### config.mk
export PLATFORM = sky130hd
export DESIGN_NAME = tsu_queue_drain
export DESIGN_NICKNAME = d
export VERILOG_FILES = /design/src/rtl/tsu_queue_drain.sv
export SDC_FILE = /design/constraint.sdc
export NUM_CORES = 1
export LEC_CHECK = 0
export ABC_AREA = 1
export CAP_MARGIN = 20
export CORE_ASPECT_RATIO = 1.1
export CORE_MARGIN = 4
export CORE_UTILIZATION = 51
export DETAILED_ROUTE_END_ITERATION = 6
export PLACE_DENSITY = 0.78
export SKIP_LAST_GASP = 1
export SLEW_MARGIN = 30
export SYNTH_ARGS = -nofsm -noshare
export SYNTH_HDL_FRONTEND = slang
export SYNTH_SLANG_ARGS = --single-unit
### constraint.sdc
create_clock -name q_rd_clk -period 3.18 [get_ports q_rd_clk]
set_input_delay 0.636 -clock q_rd_clk [delete_from_list [all_inputs] [get_ports q_rd_clk]]
set_output_delay 0.636 -clock q_rd_clk [all_outputs]
set_load 0.02 [all_outputs]
### src/rtl/tsu_queue_drain.sv
// tsu_queue_drain: drains 56-bit timestamp entries from the tsu queue read port
// into a 2-entry buffer and presents them to the host over valid/ready.
// Latency: q_rd_en one cycle after the IDLE decision; capture RD_LAT edges after
//   the queue samples q_rd_en; ts_valid the cycle after capture.
// Backpressure: no read is issued while the buffer holds 2 entries; ts_valid
//   and ts_data are held until ts_ready.
//
// Ports:
//   q_rd_clk, rst_n     clock, async active-low reset
//   enable              0 = issue no new reads (an in-flight read still completes)
//   q_rd_stat           queue occupancy
//   q_rd_en/q_rd_data   queue read strobe and returned entry
//   ts_valid/ts_ready/ts_data  host-side handshake, ts_data is the buffer head
//   drain_cnt           entries pushed into the buffer since reset (wrapping)
//   busy                FSM in READ or WAIT
// Optional build macro TSU_DRAIN_FILTER_EN adds filt_mask (per msg-type keep
// mask) and drop_cnt (entries read but discarded by the mask).

module tsu_queue_drain #(
  parameter int RD_LAT = 1,
  parameter int CNT_W  = 16
) (
  input  logic             q_rd_clk,
  input  logic             rst_n,
  input  logic             enable,
  input  logic [7:0]       q_rd_stat,
  output logic             q_rd_en,
  input  logic [55:0]      q_rd_data,
  output logic             ts_valid,
  input  logic             ts_ready,
  output logic [55:0]      ts_data,
  output logic [CNT_W-1:0] drain_cnt,
`ifdef TSU_DRAIN_FILTER_EN
  input  logic [15:0]      filt_mask,
  output logic [CNT_W-1:0] drop_cnt,
`endif
  output logic             busy
);

  typedef enum logic [1:0] {
    IDLE = 2'd0,
    READ = 2'd1,
    WAIT = 2'd2
  } state_t;

  localparam logic [2:0] WAIT_LAST = 3'(RD_LAT - 1);

  state_t      state;
  state_t      state_nxt;
  logic [2:0]  wait_cnt;
  logic [1:0]  buf_cnt;
  logic [55:0] head_q;
  logic [55:0] tail_q;
  logic        capture;
  logic        keep;
  logic        push;
  logic        pop;

  // State register. q_rd_en is registered from the next state so the strobe
  // is a clean flop output, high exactly for the READ cycle.
  always_ff @(posedge q_rd_clk or negedge rst_n) begin
    if (!rst_n) begin
      state    <= IDLE;
      q_rd_en  <= 1'b0;
      wait_cnt <= 3'd0;
    end else begin
      state    <= state_nxt;
      q_rd_en  <= (state_nxt == READ);
      wait_cnt <= (state == WAIT) ? wait_cnt + 3'd1 : 3'd0;
    end
  end

  // Next-state logic. Buffer room is only checked here: with a single read in
  // flight, a capture can never land on a full buffer.
  always_comb begin
    state_nxt = state;
    case (state)
      IDLE: if (enable && (q_rd_stat != 8'd0) && (buf_cnt != 2'd2)) state_nxt = READ;
      READ: state_nxt = WAIT;
      WAIT: if (wait_cnt == WAIT_LAST) state_nxt = IDLE;
      default: state_nxt = IDLE;
    endcase
  end

  // Outputs decoded from the state register.
  always_comb begin
    busy    = (state != IDLE);
    capture = (state == WAIT) && (wait_cnt == WAIT_LAST);
  end

`ifdef TSU_DRAIN_FILTER_EN
  assign keep = filt_mask[q_rd_data[55:52]];
`else
  assign keep = 1'b1;
`endif

  assign pop      = (buf_cnt != 2'd0) && ts_ready;
  assign push     = capture && keep && (buf_cnt != 2'd2);
  assign ts_valid = (buf_cnt != 2'd0);
  assign ts_data  = head_q;

  // 2-entry buffer: head_q is always the oldest entry. On a pop with two
  // entries the tail shifts into the head; a simultaneous push refills tail.
  always_ff @(posedge q_rd_clk or negedge rst_n) begin
    if (!rst_n) begin
      buf_cnt <= 2'd0;
      head_q  <= 56'd0;
      tail_q  <= 56'd0;
    end else begin
      case ({push, pop})
        2'b10: begin
          if (buf_cnt == 2'd0) head_q <= q_rd_data;
          else                 tail_q <= q_rd_data;
          buf_cnt <= buf_cnt + 2'd1;
        end
        2'b01: begin
          if (buf_cnt == 2'd2) head_q <= tail_q;
          buf_cnt <= buf_cnt - 2'd1;
        end
        2'b11: begin
          if (buf_cnt == 2'd1) begin
            head_q <= q_rd_data;
          end else begin
            head_q <= tail_q;
            tail_q <= q_rd_data;
          end
        end
        default: ;
      endcase
    end
  end

  always_ff @(posedge q_rd_clk or negedge rst_n) begin
    if (!rst_n)    drain_cnt <= '0;
    else if (push) drain_cnt <= drain_cnt + 1'b1;
  end

`ifdef TSU_DRAIN_FILTER_EN
  // Filtered entries are still read out of the tsu queue, only counted here.
  always_ff @(posedge q_rd_clk or negedge rst_n) begin
    if (!rst_n)                drop_cnt <= '0;
    else if (capture && !keep) drop_cnt <= drop_cnt + 1'b1;
  end
`endif

endmodule

==> results.md <==
* Status: finished, final reports clean
* Vias in the first global route at 5,864
* Post-Syn Area at 6590 um2
* CP Launch Type: register
* Final Setup Violations at 0
* Post-Place Cells at 1,099
* Layout cell share with drive strength beyond 1 at 0.0637
* RSZ-0062 raised after global routing: false
* Worst Skew at 0.00501 ns
* Clk pin slew, worst setup/hold paths at 0.05 ns
* Slew HR at 0.587
* Area grow syn2layout at 31.5%
* FP Rows at 43
* Fmax achieved at 390 MHz
* First-pass GRT wire length at 28,900 um
* # diodes at 0
* Share of the synthesized area in the top cell type at 0.516
* Crit Path Category: register to register
* GRT Overall Usage at 0.245
* Final Util at 0.686
* Initial antenna violation count at 0
* Root Driver: clkbuf_16
* Mapped Nets at 913
* Routed Antenna Nets at 0
* Post-route DRC at 0
* Leak pwr at 0.00444 uW
* Dpl cell area at 8060 um2
* Final nets at 1,038
* Synthesized area per cell at 7.88 um2
* Fillcell total at 1,036
* Via count at 6,019
* Synth cell types at 25
* CTS tree: yes
* Maximum VDD drop at 0.692 mV
* Critical path capture point type: register
* Die X-Extent at 116 um
* Worst slew pin tran at 0.620 ns
* Synth warn at 0
* Total gr overflow at 0
* Final hold vios at 0
* Initial Util at 0.521
* Final Non-Filler Cells at 1,131
* Die ar. at 14,800 um2
* CTS Sinks at 136
* Post-CTS Setup Repair Bufs at 0
* Port-buffer cells at 142
* Hold WS at 0.164 ns
* Final instance area at 8670 um2
* Critical Path RT at 3.53 ns
* # IOs at 143
* DRT iter0 DRCs at 416
* Post-DP HPWL at 10,800 um
* Core outline area at 12,600 um2
* WL final at 17,000 um
* Slew Limit Fails at 0
* DR pass1 iterations at 4
* Clock Tree Buf Depth at 2
* Cts repair resizes at 0
* H-tree levels at 4
* Clock Latency Late Sink at 0.42 ns
* Die Span Y at 127 um
* R2R depth at 11
* Final period util at 0.806
* Maximum net fanout on the critical path at 48
* Post-synthesis sequential area ratio at 0.516
* Top cell type by total area after synthesis: dfrtp_1
* Mapped Cells at 836
* Via density at 5.32
* Yosys reg bits at 136
* Fin crit period at 2.56 ns
* Cts hold-fix bufs at 0
* Hold Path Class: input pin to asynchronous set/reset pin
* GP Congestion at 0.859
* Wire per inst at 15.0 um
* Largest net degree at the start of global routing at 65
* Max-cap violations at 0
* Critical Path AT at 2.91 ns
* Setup TNS at 0 ns
* Num CTS Buffers at 17
* Largest cells by area after synthesis: dfrtp_1 52%, nand2_1 22%, nand3_1 14%, buf_2 1.8%, buf_6 1.7%
* P per Cell Area at 970 nW/um2
==> final cells by class <==
| type | instances | area, um2 | area share |
|---|---|---|---|
| sequential | 136 | 3400 | 0.393 |
| multi-input combinational | 620 | 2790 | 0.322 |
| timing repair buffer | 161 | 1580 | 0.182 |
| clock buffer | 23 | 488 | 0.0563 |
| tap | 157 | 196 | 0.0227 |
| clock inverter | 9 | 120 | 0.0139 |
| inverter | 25 | 93.8 | 0.0108 |
==> cells by family after synthesis <==
family | Yosys count | synth area share
simple gates | 589 | 0.376
flops | 136 | 0.516
buf+inv | 80 | 0.0666
compound gates | 12 | 0.0101
xor+xnor | 10 | 0.0133
fa+ha+maj | 9 | 0.0171
==> layer usage <==
layer / wire length (um) / GRT usage / share of wire
met1: 7260 / 0.343 / 0.43
met2: 8160 / 0.381 / 0.48
met3: 1330 / 0.0568 / 0.079
met4: 210 / 0.0744 / 0.012
met5: 0 / 0 / 0
==> registers in the layout, indices dropped and copies added, names as in the netlist <==
| signal | count |
|---|---|
| state | 2 |
| drain_cnt | 16 |
| q_rd_en | 1 |
| ts_data | 56 |
| tail_q | 56 |
| buf_cnt | 2 |
| wait_cnt | 3 |
==> cells in the mapped netlist <==
master,number
xnor2_1,8
nor2_1,13
nand3b_1,1
o21bai_1,1
nand2_2,1
nor2_4,1
buf_4,9
nand2_1,385
buf_6,10
a21oi_1,3
inv_2,1
o21ai_1,1
o21ai_0,6
nand4_1,5
xor2_1,2
clkbuf_1,12
nor3_1,2
inv_1,24
nand3_4,1
buf_2,24
nor4_1,2
o21ai_2,1
nand3_1,178
dfrtp_1,136
ha_1,9
==> worst max-delay path, stage by stage (launching register included) <==
cell and delay [ns]:
dfrtp_1 0.39, inv_1 0.08, ha_1 0.20, inv_1 0.19, nand3_1 0.10, nor2_1 0.24
ha_1 0.29, nand2_2 0.13, nand2_2 0.19, buf_4 0.46, nand2_1 0.11, nand2_1 0.09
==> final timing paths <==
check	from	to	slack (ns)
setup / recovery	buf_cnt[0]	ts_data[24]	0.62
hold / removal	rst_n	ts_data[36]	0.16
setup reg to reg	buf_cnt[0]	ts_data[24]	0.62
hold reg to reg	wait_cnt[0]	wait_cnt[0]	0.45
max in group asynchronous	rst_n	tail_q[8]	2.29
min in group q_rd_clk	wait_cnt[0]	wait_cnt[0]	0.45
==> stage by stage <==
| stage | total power (uW) | worst slack (ns) |
|---|---|---|
| 3_5_place_dp | 6420 | 0.572 |
| 3_3_place_gp | 6330 | 0.620 |
| 4_1_cts | 8470 | 0.543 |
| 6_report | 8410 | 0.617 |
| 5_1_grt | 9030 | 0.304 |
| 2_1_floorplan | 5150 | 0.932 |
==> cell usage in the layout (no fill, tap or decap) <==
| cell | n |
|---|---|
| clkdlybuf4s50_1 | 141 |
| nand3_4 | 1 |
| dfrtp_1 | 136 |
| inv_2 | 2 |
| nand3_1 | 178 |
| nor2_4 | 1 |
| nand2_1 | 381 |
| xor2_1 | 2 |
| xnor2_1 | 8 |
| nand2_2 | 5 |
| nand4_1 | 5 |
| clkbuf_1 | 2 |
| nor4_1 | 2 |
| o21bai_4 | 1 |
| clkbuf_8 | 4 |
| buf_12 | 1 |
| o21ai_0 | 6 |
| clkinv_2 | 6 |
| nand3b_1 | 1 |
| buf_4 | 18 |
| nor3_1 | 2 |
| a21oi_1 | 3 |
| ha_1 | 9 |
| buf_6 | 1 |
| bufinv_16 | 3 |
| clkbuf_16 | 17 |
| nor2_1 | 13 |
| inv_1 | 23 |
| o21ai_4 | 2 |
==> report_power, final <==
part           internal, uW  switching, uW
Clock                  1310            704
Combinational          1370           2180
Sequential             2450            403
(Power assumes the default switching activity.)
==> RTL change 1, RTL diff (config.mk and constraints unchanged) <==
The option `TSU_DRAIN_FILTER_EN` is turned on by a define.
--- a/src/rtl/tsu_queue_drain.sv
+++ b/src/rtl/tsu_queue_drain.sv
@@ -15,6 +15,8 @@
 //   busy                FSM in READ or WAIT
 // Optional build macro TSU_DRAIN_FILTER_EN adds filt_mask (per msg-type keep
 // mask) and drop_cnt (entries read but discarded by the mask).
+
+`define TSU_DRAIN_FILTER_EN
 
 module tsu_queue_drain #(
   parameter int RD_LAT = 1,
Ports: changed (added drop_cnt and filt_mask); port bits go from 143 to 175. No check against the original RTL was run, so the function may have changed too.
==> RTL change 1 against the original RTL <==
- utilization grew 1.0 points
- area after synthesis increased by 16%
- critical endpoint is now ts_data[4]$_DFFE_PN0P_
- sequential power grew 8.4%
- total power is essentially flat
- worst setup slack worse by 0.13 ns
- final area is 17% higher
- worst hold slack gained 0.059 ns
- wire length is 6.1% higher
- highest routed layer unchanged
- first-iteration DRC count rose by 24%
- sequential cell count rose by 16
==> RTL change 1: results <==
[cells_and_area]
drive_gt1_frac = 0.0983
fin_util = 0.696
bufAreaShareNonClock = 0.197
nFillCells = 1154
nets = 1099

[synthesis]
syn_inst = 839
yosysUniqueCellTypes = 34
ys_seq_area_frac = 0.499
synth_top_cells_by_area = dfrtp_1 (50%), nand2_1 (8.1%), o21ai_0 (6.3%), nand3_1 (6.2%), inv_1 (4.6%)

[setup_path]
path_max_fanout = 26
crit_family = buffers and inverters
cp.arrival_ns = 3.05

[run_status]
status = finished, final reports clean

[pwr]
power_mw = 8.40
power.leakage_nw = 4.67
vdd.ir_drop.worst_v = 0.000420
comb-power_mw = 3.46
power_frac_seq = 0.367

[placement]
hpwl_um = 12300
place_inst = 1177

[grt]
grt_max_degree = 70
use_met2 = 0.358
grt_pass1_vias = 6217
grt_util_met1 = 0.293
grtUsageMet3 = 0.0487

[timing]
skew_ns = 0.00720

[drt]
wl_met2_um = 8750
drt_iter0_markers = 514
RTL change 1: cells by family after synthesis:
kind of cell	count (synthesis)	share of synthesized area
and+or+nand+nor	326	0.194
adders and majority gates	11	0.0181
AOI/OAI and AO/OA	124	0.0830
muxes	56	0.0872
xor gates and xnor gates	25	0.0287
buffers and inverters	145	0.0894
DFF	152	0.499
RTL change 1: worst paths after layout:
path	endpoint	depth (start not counted)	slack (ns)	from
setup / recovery	ts_data[4]$_DFFE_PN0P_	17	0.49	q_rd_data[52]
hold / removal	ts_data[19]$_DFFE_PN0P_	1	0.22	rst_n
setup reg to reg	ts_data[4]$_DFFE_PN0P_	12	0.78	buf_cnt[0]$_DFFE_PN0P_
hold reg to reg	wait_cnt[0]$_DFF_PN0_	1	0.48	wait_cnt[0]$_DFF_PN0_
max in group asynchronous	tail_q[6]$_DFFE_PN0P_	2	2.29	rst_n
min in group q_rd_clk	wait_cnt[0]$_DFF_PN0_	1	0.48	wait_cnt[0]$_DFF_PN0_
==> RTL change 2, RTL diff (same flow settings) <==
Without the edit above. Encoding of `state_t`: now one-hot (3 bits for 3 states).
--- a/src/rtl/tsu_queue_drain.sv
+++ b/src/rtl/tsu_queue_drain.sv
@@ -37,10 +37,10 @@
   output logic             busy
 );
 
-  typedef enum logic [1:0] {
-    IDLE = 2'd0,
-    READ = 2'd1,
-    WAIT = 2'd2
+  typedef enum logic [2:0] {
+    IDLE = 3'b001,
+    READ = 3'b010,
+    WAIT = 3'b100
   } state_t;
 
   localparam logic [2:0] WAIT_LAST = 3'(RD_LAT - 1);
Behaviour: no difference found for any inputs over 10 cycles, from zero or initial values and one cycle with rst_n low; not proved beyond that.
==> RTL change 2 against the original RTL <==
- wire length grew 0.63%
- synthesized cell count grew 1.1%
- worst hold slack lost 0.00085 ns
- sequential cell count grew 1
- final area grew 0.68%
- area after synthesis grew 0.38%
- worst setup slack gained 0.0044 ns
- non-clock buffer count shrank 2
- sequential power shrank 8.4%
- total power shrank 15%
- sequential share of layout area is essentially flat
- largest power group unchanged
==> RTL change 2: results <==
[cells_and_area]
nFillCells = 1027
nets = 1046
drive_gt1_frac = 0.0672

[drt]
first_pass_iters = 5
wl_per_cell_um = 15.0
drt_wl_total_um = 17100
drt_iter0_markers = 446
vias = 6042

[synthesis]
syn_inst = 845
yosys-top-cells-count = nand2_1 (387), nand3_1 (178), dfrtp_1 (136)
synth_top_cells_by_area = dfrtp_1 (51%), nand2_1 (22%), nand3_1 (13%), buf_2 (2.2%), ha_1 (1.7%)
synth_fp_nets = 922
yosysWarningCount = 0
ys_seq_area_frac = 0.518

[grt]
grt_max_degree = 57
grt_pass1_vias = 5759
grt_pass1_wl_um = 28600
grtUsageTotal = 0.239

[pwr]
power.leakage_nw = 4.47
vdd.ir_drop.worst_v = 0.000503

[timing]
skew_ns = 0.0100
worstMarginPinSlew_ns = 0.635

[run_status]
status = finished, final reports clean

[setup_path]
crit_end = ts_data[52]$_DFFE_PN0P_
reg2regPathDepth = 14
slowest_delay_ns = 0.40
worstSetupStartpoint = wait_cnt[0]$_DFF_PN0_
path_max_fanout = 40
crit_path_top_delay_cell = dfrtp_1
cp.arrival_ns = 2.91

[placement]
place_inst = 1107
hpwl_um = 10900
place.gp.congestion = 0.803
io_buffers = 142

[clock_tree]
path_clk_slew_ns = 0.06
clockBufferDepth = 2
cts_resized = 0

[run]
maxCapViolations = 0
[RTL change 2: cell types whose count changed in the layout (fill, tap and decap cells not counted), moves of 3 or more]
cell,before,now
a21oi_1,3,0
buf_12,1,4
buf_4,18,13
clkinv_2,6,1
clkinvlp_4,0,5
inv_1,23,20
inv_6,0,4
nor2_1,13,25
xor2_1,2,5
[RTL change 2: cells by family after synthesis]
family                   synth area share
AO/OA/AOI/OAI                     0.00624
XOR/XNOR                           0.0146
adder cells (fa/ha/maj)            0.0170
buffers and inverters              0.0583
flip-flops                          0.518
AND/OR/NAND/NOR                     0.385
[RTL change 2: through the flow]
step                      power, mW  hold slack [ns]  instance area, sq um  setup slack [ns]
final                          7.14            0.163                  8730             0.621
after global routing           7.57            0.206                  8730             0.339
after CTS                      7.20            0.186                  8730             0.589
after detailed placement       5.27            0.458                  8150             0.600
after global placement         5.20            0.450                  8150             0.642
after floorplan                4.11            0.340                  6620             0.893
[RTL change 2: area by class of cell]
cell class / instances / area, sq um / share of cell area
sequential: 137 / 3430 / 0.393
tap: 157 / 196 / 0.0225
inverter: 23 / 86.3 / 0.00989
multi-input combinational: 631 / 2840 / 0.325
clock inverter: 12 / 116 / 0.0133
timing repair buffer: 159 / 1600 / 0.183
clock buffer: 20 / 457 / 0.0523
[RTL change 2: where the power goes]
part | leakage [nW] | switching (mW) | internal (mW)
clock network | 0.266 | 0.786 | 1.13
logic | 2.41 | 1.52 | 1.10
registers | 1.80 | 0.320 | 2.29
total | 4.47 | 2.63 | 4.52
[RTL change 2: per-layer routing]
layer | vias up | GRT usage | wire [um]
li1 | 2935 | - | -
met1 | 2889 | 0.332 | 7370
met2 | 194 | 0.385 | 8380
met3 | 24 | 0.0526 | 1070
met4 | 0 | 0.0614 | 257
met5 | - | 0 | 0
